$ cat config.mk
export PLATFORM = sky130hd
export DESIGN_NAME = fetch_queue
export DESIGN_NICKNAME = d
export VERILOG_FILES = /design/src/rtl/fetch_queue.sv
export SDC_FILE = /design/constraint.sdc
export NUM_CORES = 1
export LEC_CHECK = 0
export BUFFER_PORTS_ARGS = -buffer_cell sky130_fd_sc_hd__buf_2
export CAP_MARGIN = 20
export CORE_AREA = 2 2 120 122
export CTS_CLUSTER_SIZE = 10
export DETAILED_ROUTE_END_ITERATION = 6
export DIE_AREA = 0 0 122 124
export GPL_TIMING_DRIVEN = 0
export HOLD_SLACK_MARGIN = 0.1
export PLACE_DENSITY = 0.93
export SETUP_SLACK_MARGIN = 0.5
export SYNTH_ARGS = -nofsm -noshare
export SYNTH_HDL_FRONTEND = slang
export SYNTH_SLANG_ARGS = --single-unit
$ cat constraint.sdc
create_clock -name clk -period 11 [get_ports clk]
set_input_delay 1.65 -clock clk [delete_from_list [all_inputs] [get_ports clk]]
set_output_delay 1.65 -clock clk [all_outputs]
set_load 0.01 [all_outputs]
$ cat src/rtl/fetch_queue.sv
`default_nettype none
// ============================================================================
// Module   : fetch_queue
// Purpose  : Instruction-fetch front end that sits in front of decode. It owns
//            the fetch PC and drives the address of a combinational imem. Each
//            fetched word is stored with its PC in a small circular queue.
//            The queue head is presented to decode with a valid flag. Fetch
//            keeps running while decode stalls. Branch/jump redirects flush
//            the queue and restart fetch at the target.
// Ports    : clk          - system clock, rising edge
//            reset        - synchronous, active-low reset
//            pc_F         - fetch address (drives imem address)
//            imem_rd      - imem word for pc_F (combinational return)
//            stall_F      - hold fetch: no push, pc_F held
//            stall_D      - decode not accepting: no pop
//            redirect_en  - flush the queue and refetch from redirect_pc
//            redirect_pc  - redirect target
//            instr_D      - head instruction, NOP_INSTR when empty
//            pc_D         - head PC, 0 when empty
//            pcplus4_D    - head PC + 4, 0 when empty
//            valid_D      - queue non-empty
//            fifo_count   - number of occupied entries
//            misalign_err - one-cycle pulse, last redirect target unaligned
// Revision : 1.0 - initial release
// ============================================================================
module fetch_queue #(
    parameter int          DEPTH     = 2,
    parameter logic [31:0] RESET_PC  = 32'h0000_0000,
    parameter logic [31:0] NOP_INSTR = 32'h0000_0013
) (
    input  logic                       clk,
    input  logic                       reset,
    output logic [31:0]                pc_F,
    input  logic [31:0]                imem_rd,
    input  logic                       stall_F,
    input  logic                       stall_D,
    input  logic                       redirect_en,
    input  logic [31:0]                redirect_pc,
    output logic [31:0]                instr_D,
    output logic [31:0]                pc_D,
    output logic [31:0]                pcplus4_D,
    output logic                       valid_D,
    output logic [$clog2(DEPTH):0]     fifo_count,
    output logic                       misalign_err
);

    localparam int PW = $clog2(DEPTH);
    localparam int CW = PW + 1;
    localparam logic [CW-1:0] c_depth = CW'(DEPTH);

    // Queue storage. Entries are not reset: an entry is only visible
    // after it has been written, and empty-state outputs are forced.
    logic [31:0]   r_pc_mem    [DEPTH];
    logic [31:0]   r_instr_mem [DEPTH];

    logic [31:0]   r_pc_f;
    logic [PW-1:0] r_wptr;
    logic [PW-1:0] r_rptr;
    logic [CW-1:0] r_count;
    logic          r_misalign;

    logic          w_valid;
    logic          w_push;
    logic          w_pop;

    assign w_valid = (r_count != '0);
    assign w_pop   = w_valid & ~stall_D;
    // A full queue refuses the push even when the head pops this cycle;
    // at count=1 push and pop still overlap for full throughput.
    assign w_push  = ~stall_F & (r_count < c_depth);

    // Control state: PC, pointers, occupancy, misalign pulse.
    // Redirect wins over push/pop/stall; the imem word this cycle is dropped.
    always_ff @(posedge clk) begin
        if (!reset) begin
            r_pc_f     <= RESET_PC;
            r_wptr     <= '0;
            r_rptr     <= '0;
            r_count    <= '0;
            r_misalign <= 1'b0;
        end else if (redirect_en) begin
            r_pc_f     <= {redirect_pc[31:2], 2'b00};
            r_wptr     <= '0;
            r_rptr     <= '0;
            r_count    <= '0;
            r_misalign <= |redirect_pc[1:0];
        end else begin
            r_misalign <= 1'b0;
            if (w_push) begin
                r_pc_f <= r_pc_f + 32'd4;
                r_wptr <= r_wptr + 1'b1;
            end
            if (w_pop) begin
                r_rptr <= r_rptr + 1'b1;
            end
            case ({w_push, w_pop})
                2'b10:   r_count <= r_count + 1'b1;
                2'b01:   r_count <= r_count - 1'b1;
                default: r_count <= r_count;
            endcase
        end
    end

    // Data write path, gated by the same conditions that advance r_wptr.
    always_ff @(posedge clk) begin
        if (reset && !redirect_en && w_push) begin
            r_pc_mem[r_wptr]    <= r_pc_f;
            r_instr_mem[r_wptr] <= imem_rd;
        end
    end

    assign pc_F         = r_pc_f;
    assign valid_D      = w_valid;
    assign fifo_count   = r_count;
    assign misalign_err = r_misalign;
    assign instr_D      = w_valid ? r_instr_mem[r_rptr] : NOP_INSTR;
    assign pc_D         = w_valid ? r_pc_mem[r_rptr] : 32'd0;
    assign pcplus4_D    = w_valid ? (r_pc_mem[r_rptr] + 32'd4) : 32'd0;

endmodule
`default_nettype wire

# [After elaboration in Yosys (flattened, before gate mapping)]
# Memories as Yosys holds them, arrays and structs flattened. A register that Yosys moved wholly into a read port is not among the register bits.
# Cells that the tools add are included.
[word_totals] word_cells=43 ff_bits=37 mem_bits_rw=128 out_inout_bits=132 n_memories=2 mem_bits_ro=0 in_bits=69 latch_bits=0
[classes] bitwise_logic=5 reduce_logical=9 order_cmp=1 mul=0 add_sub_neg=6 shifts=0 n_mux=12 eq_ne=2 n_div=0
[memory_table] memory="r_instr_mem" words=2 word_bits=32 read_ports=1 rd_ports_with_merged_regs=1 wr=1 line_no="54" text="logic [31:0] r_instr_mem [DEPTH];"
[memory_table] memory="r_pc_mem" words=2 word_bits=32 read_ports=1 rd_ports_with_merged_regs=1 wr=1 line_no="53" text="logic [31:0] r_pc_mem [DEPTH];"
[ops] op="$mux 32" count=5
[ops] op="$add 32x3->32 const B" count=2
[ops] op="$mux 1" count=6
[ops] op="$reduce_bool 2->1" count=3
[ops] op="$pmux 2 s2" count=1
[ops] op="$reduce_or 2->1" count=2
[ops] op="$not 1->1" count=3
[ops] op="$add 1x1->1 const B" count=2
[ops] op="$add 2x1->2 const B" count=1
[ops] op="$and 1x1->1" count=2
[ops] op="$eq 2x1->1 const B" count=1
[ops] op="$eq 2x2->1 const B" count=1
[ops] op="$logic_and 1x1->1" count=2
[ops] op="$lt 2x2->1 const B" count=1
[ops] op="$reduce_and 2->1" count=1
[ops] op="$sub 2x1->2 const B" count=1
[ops] op="$logic_not 1->1" count=1

# [Longest topological paths before layout]
[depth] ltp_word=5 mapped_depth=11 depth_no_buf=6

# [Worst setup path after synthesis]
# OpenSTA, ideal clock, no wires.
[synth_path] path_type="input to register" startpoint="input redirect_en" endpoint="memory r_instr_mem[0][0], enable pin" setup_ns=0.558 setup_slack_ns=4.071 cell_stages=4 arrival_time_ns=6.371 n_path_buf=1 required_ns=10.442 path_cell_list="inv_1 > clkbuf_1 > nand2_1 > nor3_1"
[synth_between] elab_chain_cells=5
[synth_lines] item="from (decl)" line_no="37" text="input logic redirect_en,"
[synth_lines] item="$logic_not 1->1" line_no="106" text="if (reset && !redirect_en && w_push) begin"
[synth_lines] item="$logic_and 1x1->1 (2 in series)" line_no="106"
[synth_lines] item="$mux 1" line_no="106"
[synth_lines] item="$mux 1 (implied by the code)" line_no="108" text="r_instr_mem[r_wptr] <= imem_rd;"
[synth_lines] item="to (decl)" line_no="54"
# No other way between the ends.

==> results.toml <==
[floorplan]
die-area_um2 = 15100
fp.dieW_um = 122
die_y_um = 124
initial_core_util_pct = 56.1
pin_count = 201
num_rows = 43
fp.coreArea_um2 = 13700

[sta]
rsz0062_at_grt = "false"
setup_viol = 0
setup_slack_ns = 6.11
fin_crit_ns = 4.89
tns_ns = 0
tightest_slew_ns = 0.860
fmax_ghz = 0.205
slew_headroom_pct = 42.3
maxSlewViolCount = 0
skew_ns = 0.00777
hold_viol = 0
period_share_pct = 44.4

[clock_tree]
hold_buffers = 0
root_buffer = "clkbuf_16"
clkLatencyLatePin_ns = 0.42
clk_pin_slew_ns = 0.06
numCtsBuffers = 17
clock_path_buffers = 2
cts_setup_buffers = 0
cts_tree = "done"
cts.sinks = 160
cts-resized-gates = 0
htreeDepth = 4

[detailed_routing]
routedWlPerCell_um = 18.9
postRouteAntennaNets = 0
vias = 6063
routed_wl_mm = 20.2
drc_errors = 0
dr.pass1.iters = 5
vias_per_cell = 5.70
drt_iter0_drc = 569

[synthesis]
synth_flop_cell = "edfxtp_1"
synth_cell_types = 57
async_reset_ff_share_pct = 0
synthAdderAreaFrac_pct = 0.488
ys_seq_area_share_pct = 57.7
muxShareOfSynthArea_pct = 8.74
synth_compound_area_share_pct = 8.30
synth_xor_area_share_pct = 4.55
yosys-top-cells-area = "edfxtp_1, dfxtp_1, mux2i_1"
syn_avg_cell_area_um2 = 12.0
synth.top_cell.area_share_pct = 48.4
synth_top_family_by_area = "simple AND/OR/NAND/NOR gates"
synth_area_um2 = 7700
synth-seq-cells = 160
synth_simple_gate_area_share_pct = 16.7
synth_warnings = 0
synth_edf_count = 124
synth_cells = 642
yosys.area.top_type = "edfxtp_1"

[place]
placed_area_um2 = 9040
dp_hpwl_mm = 14.8
gp_congestion = 0.918
io_buffers = 194
dp_slack_ns = 6.40

[final_layout]
antenna_cells = 0
stdcell_area_um2 = 9660
drive_gt1_share_pct = 32.7
fillers = 954
nets = 943
area_growth_pct = 25.5

[global_routing]
grt_max_degree = 17
grtUsageMet1_pct = 31.7
gr-usage-met2_pct = 44.8
grt_pass1_wl_mm = 29.9
grt.met3_usage_pct = 6.59
antenna_found_initial = 0
track_usage_pct = 26.5
grt_pass1_vias = 5668
grt.busiest_layer = "met2"
grt_overflow = 0

[pwr]
power.density_nw_per_um2 = 149
peakVddDrop_mv = 0.0938
p_total_w = 0.00144
leakage_nw = 3.79

[setup_path]
end_kind = "output pin"
cp-start-kind = "flop"
worstSetupPathType = "reg2out"
path_max_fanout = 10
worst_ep_arrival_time_ns = 3.24
crit_required_ns = 9.35

[job]
maxCapViolations = 0

[hold_path]
min_path_type = "reg2reg"

[status]
status = "completed"
where the power goes:
group / total, W / switching [W] / internal [W]
combinational: 0.000142 / 0.0000840 / 0.0000581
sequential: 0.000691 / 0.0000201 / 0.000671
clock: 0.000606 / 0.000228 / 0.000378
total: 0.00144 / 0.000332 / 0.00111
cell usage in the layout (no fill, tap or decap), types with 8 or more instances in the layout:
cell type and n:
mux2i_1 56, o21ai_0 37, buf_2 200, nand4_1 17, clkbuf_1 21, and2_1 16, xor2_1 16, edfxtp_1 124
dfxtp_1 36, buf_6 12, a21oi_1 29, mux2_2 8, xnor2_1 24, nor2_1 78, nand2_1 38, nor3_1 13
buf_4 12, clkbuf_16 17, nand3_1 18
path summary, 6_finish.rpt:
check / start / endpoint / slack [ns] / cells after the start
setup reg to reg: fifo_count[1]$_SDFFE_PP0P_ / r_instr_mem[0][16]$_DFFE_PP_ / 8.49 / 6
hold reg to reg: pc_F[31]$_SDFFE_PN0P_ / r_pc_mem[0][31]$_DFFE_PP_ / 0.52 / 0
hold / removal: pc_F[31]$_SDFFE_PN0P_ / r_pc_mem[0][31]$_DFFE_PP_ / 0.52 / 0
setup / recovery: flop / pcplus4_D[30] / 6.11 / 12
per-stage QoR:
stage | utilization (%) | instances | hold WS (ns)
after floorplan | - | 647 | 0.481
after global placement | 65.0 | 1021 | 0.496
after detailed placement | 65.9 | 1031 | 0.516
after CTS | 70.3 | 1063 | 0.529
after global routing | 70.4 | 1064 | 0.544
final | 70.4 | 1064 | 0.520
worst max-delay path, stage by stage, from the launching register on:
cell and delay [ns]:
dfxtp_1 0.32, buf_6 0.14, buf_6 0.16, buf_6 0.16, buf_4 0.23, mux2_2 0.21, ha_1 0.19, and2_1 0.13
buf_2 0.21, nand3_4 0.16, nor4_2 0.38, mux2_1 0.36, buf_2 0.14
cell type report:
type | count | area, um^2 | share of cell area, %
buffer | 40 | 245 | 2.54
tap | 180 | 225 | 2.33
sequential | 160 | 4440 | 46.0
clock buffer | 21 | 440 | 4.56
timing repair buffer | 205 | 1100 | 11.4
clock inverter | 11 | 166 | 1.72
multi-input combinational | 442 | 3020 | 31.3
inverter | 5 | 18.8 | 0.194
kinds of logic after synthesis:
| logic type | count (synthesis) |
|---|---|
| and+or+nand+nor | 230 |
| DFF | 160 |
| adders and majority gates | 3 |
| xor gates and xnor gates | 40 |
| muxes | 66 |
| AOI/OAI and AO/OA | 97 |
| other | 1 |
| buffers and inverters | 45 |
Yosys cell counts (all sizes together), types with 17 or more instances:
cell	number
nand3	24
edfxtp	124
a21oi	30
xnor2	24
buf	23
dfxtp	36
o21ai	37
clkbuf	17
nand2	38
nand4	17
mux2i	56
nor2	79
layer usage:
layer | part of all wire (%) | wire length, um | vias to the layer above
li1 | - | - | 2816
met1 | 39 | 7940 | 2864
met2 | 48 | 9770 | 328
met3 | 9.2 | 1850 | 55
met4 | 3.0 | 603 | 0
met5 | 0 | 0 | -
sequential cells by signal, indices dropped and copies added (netlist names), named ones only:
signal,count
fifo_count,2
misalign_err,1
pc_F,30
r_instr_mem,64
r_pc_mem,60
r_rptr,1
r_wptr,1
Power figures use the tool's default switching activity.
